File: config.mk
export PLATFORM = sky130hd
export DESIGN_NAME = fire2_squeeze_serializer
export DESIGN_NICKNAME = d
export VERILOG_FILES = /design/src/rtl/fire2_pkg.sv /design/src/rtl/fire2_pingpong_bank.sv /design/src/rtl/fire2_squeeze_serializer.sv
export SDC_FILE = /design/constraint.sdc
export NUM_CORES = 1
export LEC_CHECK = 0
export CAP_MARGIN = 0
export CORE_UTILIZATION = 56
export CTS_BUF_LIST = sky130_fd_sc_hd__clkbuf_16
export DETAILED_ROUTE_END_ITERATION = 6
export GPL_TIMING_DRIVEN = 0
export PLACE_DENSITY = 0.92
export RECOVER_POWER = 25
export SYNTH_ARGS = -nofsm -noshare
export SYNTH_HDL_FRONTEND = slang
export SYNTH_SLANG_ARGS = --single-unit
File: constraint.sdc
create_clock -name clk -period 31.3 [get_ports clk]
set_clock_uncertainty 0.2 [all_clocks]
set_input_delay 6.26 -clock clk [delete_from_list [all_inputs] [get_ports clk]]
set_output_delay 6.26 -clock clk [all_outputs]
set_load 0.1 [all_outputs]
File: src/rtl/fire2_pkg.sv
// Shared types and default sizes for the fire2 squeeze-to-expand serializer.
package fire2_pkg;
    localparam int FIRE2_WIDTH  = 16;
    localparam int FIRE2_DSP_NO = 16;

    typedef logic signed [FIRE2_WIDTH-1:0] word_t;

    typedef enum logic [1:0] {
        S_IDLE,
        S_SEND,
        S_DONE
    } send_state_t;
endpackage

File: src/rtl/fire2_pingpong_bank.sv
// One DSP_NO-word holding bank: parallel load, full flag, indexed read.
module fire2_pingpong_bank
    import fire2_pkg::*;
#(
    parameter int DSP_NO = FIRE2_DSP_NO,
    parameter int WIDTH  = FIRE2_WIDTH,
    localparam int CW    = (DSP_NO > 1) ? $clog2(DSP_NO) : 1
) (
    input  logic             clk,
    input  logic             rst,
    input  logic             clear,
    input  logic             load,
    input  logic             unload,
    input  logic [WIDTH-1:0] load_data [0:DSP_NO-1],
    input  logic [CW-1:0]    rd_idx,
    output logic             full,
    output logic [WIDTH-1:0] rd_data
);
    logic [WIDTH-1:0] mem_reg [0:DSP_NO-1];
    logic             full_reg;

    always_ff @(posedge clk) begin
        if (load) begin
            for (int i = 0; i < DSP_NO; i++) begin
                mem_reg[i] <= load_data[i];
            end
        end
    end

    // A load on the same edge as the unload refills the bank, so load wins.
    always_ff @(posedge clk) begin
        if (!rst || clear) begin
            full_reg <= 1'b0;
        end else if (load) begin
            full_reg <= 1'b1;
        end else if (unload) begin
            full_reg <= 1'b0;
        end
    end

    assign full    = full_reg;
    assign rd_data = mem_reg[rd_idx];
endmodule

File: src/rtl/fire2_squeeze_serializer.sv
// Ping-pong capture of squeeze outputs, serialized one word per cycle to the expand stage.
// Optional clamp of negative words when FIRE2_RELU_EN is defined.
module fire2_squeeze_serializer
    import fire2_pkg::*;
#(
    parameter int DSP_NO = FIRE2_DSP_NO,
    parameter int WIDTH  = FIRE2_WIDTH,
    parameter int W_OUT  = 64
) (
    input  logic             clk,
    input  logic             rst,
    input  logic             layer_en,
    input  logic             sample_in,
    input  logic [WIDTH-1:0] ofm_in [0:DSP_NO-1],
    output logic [WIDTH-1:0] out_data,
    output logic             out_valid,
    input  logic             out_ready,
    output logic             layer_done,
    output logic             overflow
);
    localparam int TOTAL = W_OUT * W_OUT;
    localparam int PW    = $clog2(TOTAL + 1);
    localparam int CW    = (DSP_NO > 1) ? $clog2(DSP_NO) : 1;
    localparam logic [CW-1:0] CH_LAST = CW'(DSP_NO - 1);

    send_state_t      state_reg;
    logic [CW-1:0]    ch_reg;
    logic [PW-1:0]    pix_cnt_reg;
    logic             wr_sel_reg;
    logic             rd_sel_reg;
    logic [WIDTH-1:0] out_data_reg;
    logic             out_valid_reg;
    logic             layer_done_reg;
    logic             overflow_reg;

    logic [WIDTH-1:0] relu_data [0:DSP_NO-1];
    logic             bank_full [0:1];
    logic [WIDTH-1:0] bank_data [0:1];
    logic             bank_load [0:1];
    logic             bank_unload [0:1];
    logic [CW-1:0]    bank_idx [0:1];

    logic             xfer;
    logic             last_xfer;
    logic             cap_req;
    logic             wr_free;
    logic             cap;
    logic             drop;
    logic             other_sel;
    logic [PW-1:0]    pix_next;

    genvar gi;
    generate
        for (gi = 0; gi < DSP_NO; gi++) begin : g_relu
`ifdef FIRE2_RELU_EN
            assign relu_data[gi] = ofm_in[gi][WIDTH-1] ? '0 : ofm_in[gi];
`else
            assign relu_data[gi] = ofm_in[gi];
`endif
        end
    endgenerate

    assign xfer      = out_valid_reg && out_ready && (state_reg == S_SEND);
    assign last_xfer = xfer && (ch_reg == CH_LAST);
    assign cap_req   = sample_in && layer_en && !layer_done_reg;
    // The capture bank may be the one whose last word leaves on this very edge.
    assign wr_free   = !bank_full[wr_sel_reg] || (last_xfer && (rd_sel_reg == wr_sel_reg));
    assign cap       = cap_req && wr_free;
    assign drop      = cap_req && !wr_free;
    assign other_sel = ~rd_sel_reg;
    assign pix_next  = pix_cnt_reg + 1'b1;

    generate
        for (gi = 0; gi < 2; gi++) begin : g_bank
            assign bank_load[gi]   = cap && (wr_sel_reg == 1'(gi));
            assign bank_unload[gi] = last_xfer && (rd_sel_reg == 1'(gi));
            // The sending bank is looked up one word ahead; the other bank always at word 0.
            assign bank_idx[gi]    = (state_reg == S_SEND && rd_sel_reg == 1'(gi))
                                     ? CW'(ch_reg + 1'b1) : '0;

            fire2_pingpong_bank #(
                .DSP_NO (DSP_NO),
                .WIDTH  (WIDTH)
            ) u_bank (
                .clk       (clk),
                .rst       (rst),
                .clear     (!layer_en),
                .load      (bank_load[gi]),
                .unload    (bank_unload[gi]),
                .load_data (relu_data),
                .rd_idx    (bank_idx[gi]),
                .full      (bank_full[gi]),
                .rd_data   (bank_data[gi])
            );
        end
    endgenerate

    always_ff @(posedge clk) begin
        if (!rst || !layer_en) begin
            state_reg      <= S_IDLE;
            ch_reg         <= '0;
            pix_cnt_reg    <= '0;
            wr_sel_reg     <= 1'b0;
            rd_sel_reg     <= 1'b0;
            out_data_reg   <= '0;
            out_valid_reg  <= 1'b0;
            layer_done_reg <= 1'b0;
            overflow_reg   <= 1'b0;
        end else begin
            if (cap) begin
                wr_sel_reg <= ~wr_sel_reg;
            end
            if (drop) begin
                overflow_reg <= 1'b1;
            end
            case (state_reg)
                S_IDLE: begin
                    if (bank_full[rd_sel_reg]) begin
                        state_reg     <= S_SEND;
                        ch_reg        <= '0;
                        out_valid_reg <= 1'b1;
                        out_data_reg  <= bank_data[rd_sel_reg];
                    end
                end
                S_SEND: begin
                    if (xfer) begin
                        if (ch_reg != CH_LAST) begin
                            ch_reg       <= ch_reg + 1'b1;
                            out_data_reg <= bank_data[rd_sel_reg];
                        end else begin
                            rd_sel_reg  <= other_sel;
                            pix_cnt_reg <= pix_next;
                            ch_reg      <= '0;
                            if (pix_next == PW'(TOTAL)) begin
                                state_reg      <= S_DONE;
                                out_valid_reg  <= 1'b0;
                                layer_done_reg <= 1'b1;
                            end else if (bank_full[other_sel]) begin
                                out_data_reg <= bank_data[other_sel];
                            end else begin
                                state_reg     <= S_IDLE;
                                out_valid_reg <= 1'b0;
                            end
                        end
                    end
                end
                S_DONE: begin
                    out_valid_reg <= 1'b0;
                end
                default: begin
                    state_reg     <= S_IDLE;
                    out_valid_reg <= 1'b0;
                end
            endcase
        end
    end

    assign out_data   = out_data_reg;
    assign out_valid  = out_valid_reg;
    assign layer_done = layer_done_reg;
    assign overflow   = overflow_reg;
endmodule

**Word level (Yosys, flattened, before mapping)**

Memory sizes are Yosys's and may differ from the RTL's.
Index checks and enable logic that the tools add are counted.

- Memories kept: 2
- RAM bits: 512
- Logic and storage cells: 115
- Register bits after elaboration: 42
- Bits of input ports: 261
- Output and inout bits: 19

Memories:

| memory | words | width | read ports | clocked after Yosys merged registers in | write ports | RTL line | text |
|---|---|---|---|---|---|---|---|
| g_bank[0].u_bank.mem_reg | 16 | 16 | 1 | 0 | 16 | fire2_pingpong_bank.sv:19 | `logic [WIDTH-1:0] mem_reg [0:DSP_NO-1];` |
| g_bank[1].u_bank.mem_reg | 16 | 16 | 1 | 0 | 16 | fire2_pingpong_bank.sv:19 |  |

- Mux-type cells: 47
- Reduce and logical (&&, ||, !) cells: 31
- $add $sub $neg: 2
- Equal/unequal tests: 12
- Bitwise operators: 7
- Magnitude comparators: 3

Operators by type and width:

| cell | number |
|---|---|
| $mux 16 | 11 |
| $pmux 16 s2 | 1 |
| $mux 1 | 22 |
| $mux 4 | 5 |
| $logic_and 1x1->1 | 14 |
| $add 13x1->13 const B | 1 |
| $eq 13x13->1 const B | 1 |
| $mux 2 | 5 |
| $reduce_and 5->1 | 2 |
| $pmux 4 s2 | 1 |
| $reduce_and 4->1 | 2 |
| $ge 2x2->1 const B | 3 |
| $ne 2x2->1 const B | 3 |
| $ne 3x3->1 const B | 2 |
| $not 1->2 | 3 |
| $pmux 2 s3 | 1 |
| $reduce_and 3->1 | 2 |
| $reduce_bool 2->1 | 3 |
| $logic_not 1->1 | 5 |
| $add 4x1->4 const B | 1 |
| $eq 4x4->1 const B | 1 |
| $ne 4x4->1 const B | 1 |
| $not 1->1 | 4 |
| $ne 3x1->1 const B | 1 |
| 6 further kinds | 7 |

**Logic depth before layout (Yosys ltp)**

An unclocked memory read counts as a cell.

- Word-level depth: 12
- Gate-level depth with buffers: 11
- Mapped depth without buffers: 8

**Cells and area by module**

From an unflattened synthesis, not the netlist that was laid out.

- Cells, all modules: 1,083
- Area total of the unflattened synthesis: 21,810.9 um^2

By module, submodules not included:

| module | sequential area each (um^2) | instances | cells each | area an instance (um^2) |
|---|---|---|---|---|
| fire2_pingpong_bank | 7,707.4 | 2 | 397 | 9,701.8 |
| fire2_squeeze_serializer | 800.8 | 1 | 289 | 2,407.3 |

**Worst setup path after synthesis**

Ideal clock, no wire load.

- Kind: input to register
- Start: input port out_ready
- End: memory g_bank[0].u_bank.mem_reg[0][0] in the netlist's numbering (enable)
- Library setup time: 0.907 ns
- Slack: 11.775 ns
- Data arrival time: 18.418 ns
- Cell stages on the path: 5
- Path buffers: 1
- Required time: 30.193 ns
- Cells stage by stage: nand2_1 or3_1 clkbuf_1 o21ai_0 nor2b_1

RTL lines:

| item | RTL line | text |
|---|---|---|
| start: declaration | fire2_squeeze_serializer.sv:17 | `input logic out_ready,` |
| end: declaration | fire2_pingpong_bank.sv:19 |  |

==> results.py <==
metrics = {
    "outcome": {
        "status": "complete, but fails checks",
        "violations": "design-rule violations, max-capacitance violations, max-slew violations",
    },
    "hold_path": {
        "whs_path_depth": 2,
        "hold_class": "flip-flop to flip-flop",
    },
    "clock_network": {
        "cts_made_buffers": 53,
        "htree_levels": 2,
        "clk_pin_slew_worst_paths_ns": 0.06,
        "insertion_delay_ns": 0.59,
        "ctsHoldBuffers": 0,
        "cts_tree": "built",
        "clock_sink_count": 554,
        "ctsLongestPathBuffers": 3,
        "ctsResizeCount": 0,
        "root_buffer": "clkbuf_16",
        "post-cts-setup-buffers": 0,
    },
    "placed_design": {
        "finalWeightedCongestion": 0.987,
        "port_buffers": 279,
        "hpwlAfterDp_microns": 47500,
    },
    "yosys": {
        "synth-edff-count": 512,
        "synth_area_sq_um": 21800,
        "netlist_instances": 1351,
        "yosys.area.top_type": "edfxtp_1",
        "synth_nets": 1614,
        "synthTopCellsByArea": "edfxtp_1 71%, mux4_2 5.1%, dfxtp_1 3.9%, nand2_1 2.1%, o21ai_0 1.4%",
        "synth_top_flop_cell": "edfxtp_1",
        "yosysWarnings": 0,
        "netlist.area_leader.share_pct": 70.6,
        "async_reset_ff_share_pct": 0,
        "ys_seq_elements": 554,
        "synth_cell_types": 67,
        "ys_seq_area_share_pct": 74.5,
        "synth_area_per_cell_sq_um": 16.1,
    },
    "power": {
        "p_clk_share_pct": 41.2,
        "vdd_drop_max_mv": 0.0694,
        "power.switching_mw": 0.320,
        "power.internal_mw": 1.22,
        "power_density_nw_per_um2": 56.7,
        "p_leak_nw": 8.84,
        "seqPwrFrac_pct": 54.2,
        "pwr-share-comb_pct": 4.6,
        "power_switching_share_pct": 20.7,
    },
    "worst_setup_path": {
        "path_max_fanout": 30,
        "rrSetupSlack_ns": 26.17,
        "endpoint_kind": "flip-flop",
        "arrival_ns": 9.57,
        "critPathRequiredTime_ns": 31.38,
        "path_class": "input port to flip-flop",
        "critPathLaunchType": "input port",
        "worstRegToRegCells": 10,
    },
    "finish": {
        "largest_reg_flops": 512,
        "area_delta_synth_final_pct": 25.1,
        "final_nets": 1963,
        "drive_gt1_share_pct": 12.0,
        "fin_util_pct": 71.8,
    },
    "grt": {
        "grt_pass1_wl_microns": 102000,
        "overflow": 0,
        "grt_max_degree": 37,
        "grt_pass1_vias": 15700,
        "track_usage_pct": 36.9,
        "antenna_found_initial": 5,
    },
    "timing": {
        "relSlewSlack_pct": -6.10,
        "period_minus_slack_ns": 9.50,
        "period_share_pct": 30.3,
        "setup_violations": 0,
        "tightest_slew_ns": 1.59,
        "max_freq_mhz": 105,
        "hold_ws_ns": 0.291,
        "report.final.slew_viol_count": 11,
        "finalHoldViolCount": 0,
        "tns_ns": 0,
        "rsz0062_at_grt": "false",
    },
    "floorplanning": {
        "dieArea_sq_um": 39700,
        "ios": 280,
        "core_area_sq_um": 37900,
        "fp.dieH_microns": 199,
        "initial_core_util_pct": 57.4,
        "num_rows": 71,
        "die_w_microns": 199,
    },
    "route": {
        "vias": 15800,
        "post_drt_wl_per_cell_microns": 32.2,
        "drt-total-wl_microns": 72600,
        "vias_per_cell": 6.99,
        "dr.first_iter.drc_count": 3025,
        "drc": 1,
        "drt_pre_antenna_iters": 7,
        "ant_nets": 0,
    },
    "run": {
        "cap_violations": 1,
    },
}
[cell families after synthesis]
family                     after synthesis  synth area share, %
xor gates and xnor gates                14                0.563
AOI/OAI and AO/OA                      286                 9.16
buffers and inverters                   90                 2.16
adders and majority gates                2                0.115
muxes                                   69                 6.02
DFF                                    554                 74.5
and+or+nand+nor                        336                 7.48
[cells in the mapped netlist (8+ instances only)]
cell type and instances:
nand3_1 34, nand2_1 123, nor2_1 56, a31oi_1 27, mux2i_1 14, o211ai_1 22, or2_0 9, or3_1 37
o221ai_1 16, xor2_1 8, o21ai_0 61, a32oi_1 11, o22ai_1 44, a21oi_1 34, nor4_1 9, clkbuf_1 34
and2_1 13, nor3_1 22, edfxtp_1 512, a22o_1 10, buf_2 31, dfxtp_1 42, mux4_2 49, a211oi_1 18
[area by class of cell]
type                            count  area, sq um
Antenna cell                        2         5.00
Sequential cell                   554        16200
Multi-Input combinational cell    707         5100
Buffer                             84          447
Timing Repair Buffer              294         3090
Fill cell                        2121        10700
Clock buffer                       55         1380
Clock inverter                     44          330
Tap cell                          511          639
Inverter                            6         22.5
[critical path, cell delays in order]
cell,delay [ns]
clkdlybuf4s50_1,0.53
nand2_1,0.11
nor3_2,0.54
a21boi_0,0.34
nor2_4,0.71
buf_12,0.29
buf_12,0.24
buf_12,0.24
buf_12,0.23
[final timing paths]
path / start / endpoint
worst min-delay path: pix_cnt_reg[1] / pix_cnt_reg[1]
worst max-delay path: out_ready / g_bank[1].u_bank.mem_reg[6][0]
worst max register to register: ch_reg[0] / out_data[10]
worst min register to register: pix_cnt_reg[1] / pix_cnt_reg[1]
[placed cells by master (no fill, tap or decap), types with 27 or more instances in the layout]
| master | Yosys | layout |
|---|---|---|
| a21oi_1 | 34 | 34 |
| a31oi_1 | 27 | 27 |
| buf_2 | 31 | 31 |
| clkbuf_1 | 34 | 34 |
| clkbuf_16 | 0 | 55 |
| clkdlybuf4s50_1 | 0 | 141 |
| dfxtp_1 | 42 | 42 |
| dlygate4sd3_1 | 0 | 138 |
| edfxtp_1 | 512 | 512 |
| mux4_2 | 49 | 49 |
| nand2_1 | 123 | 123 |
| nand3_1 | 34 | 34 |
| nor2_1 | 56 | 55 |
| o21ai_0 | 61 | 61 |
| o22ai_1 | 44 | 44 |
| or3_1 | 37 | 37 |
[per-stage QoR]
stage	power, mW	cell area (sq um)	worst slack (ns)	cells
floorplan	0.877	21800	11.78	1351
global placement	0.928	25200	6.71	2141
detailed placement	0.923	25500	21.27	2156
CTS	1.54	27200	21.86	2255
global route	1.57	27200	21.66	2255
finish	1.54	27200	21.80	2257
[layer usage]
metal,wire length (microns),up-vias,GRT usage (%)
met5,35,-,0
met4,5400,6,23.3
met3,11500,419,11.2
met2,33600,1823,57.9
met1,22000,7417,44.7
li1,-,6117,-
[power groups by stage]
stage / registers (mW) / logic, mW / clock network, mW
6_report: 0.837 / 0.0709 / 0.636
5_1_grt: 0.838 / 0.0721 / 0.658
4_1_cts: 0.837 / 0.0723 / 0.632
3_5_place_dp: 0.852 / 0.0712 / 0
3_3_place_gp: 0.863 / 0.0656 / 0
2_1_floorplan: 0.860 / 0.0167 / 0
(Power assumes the default switching activity.)
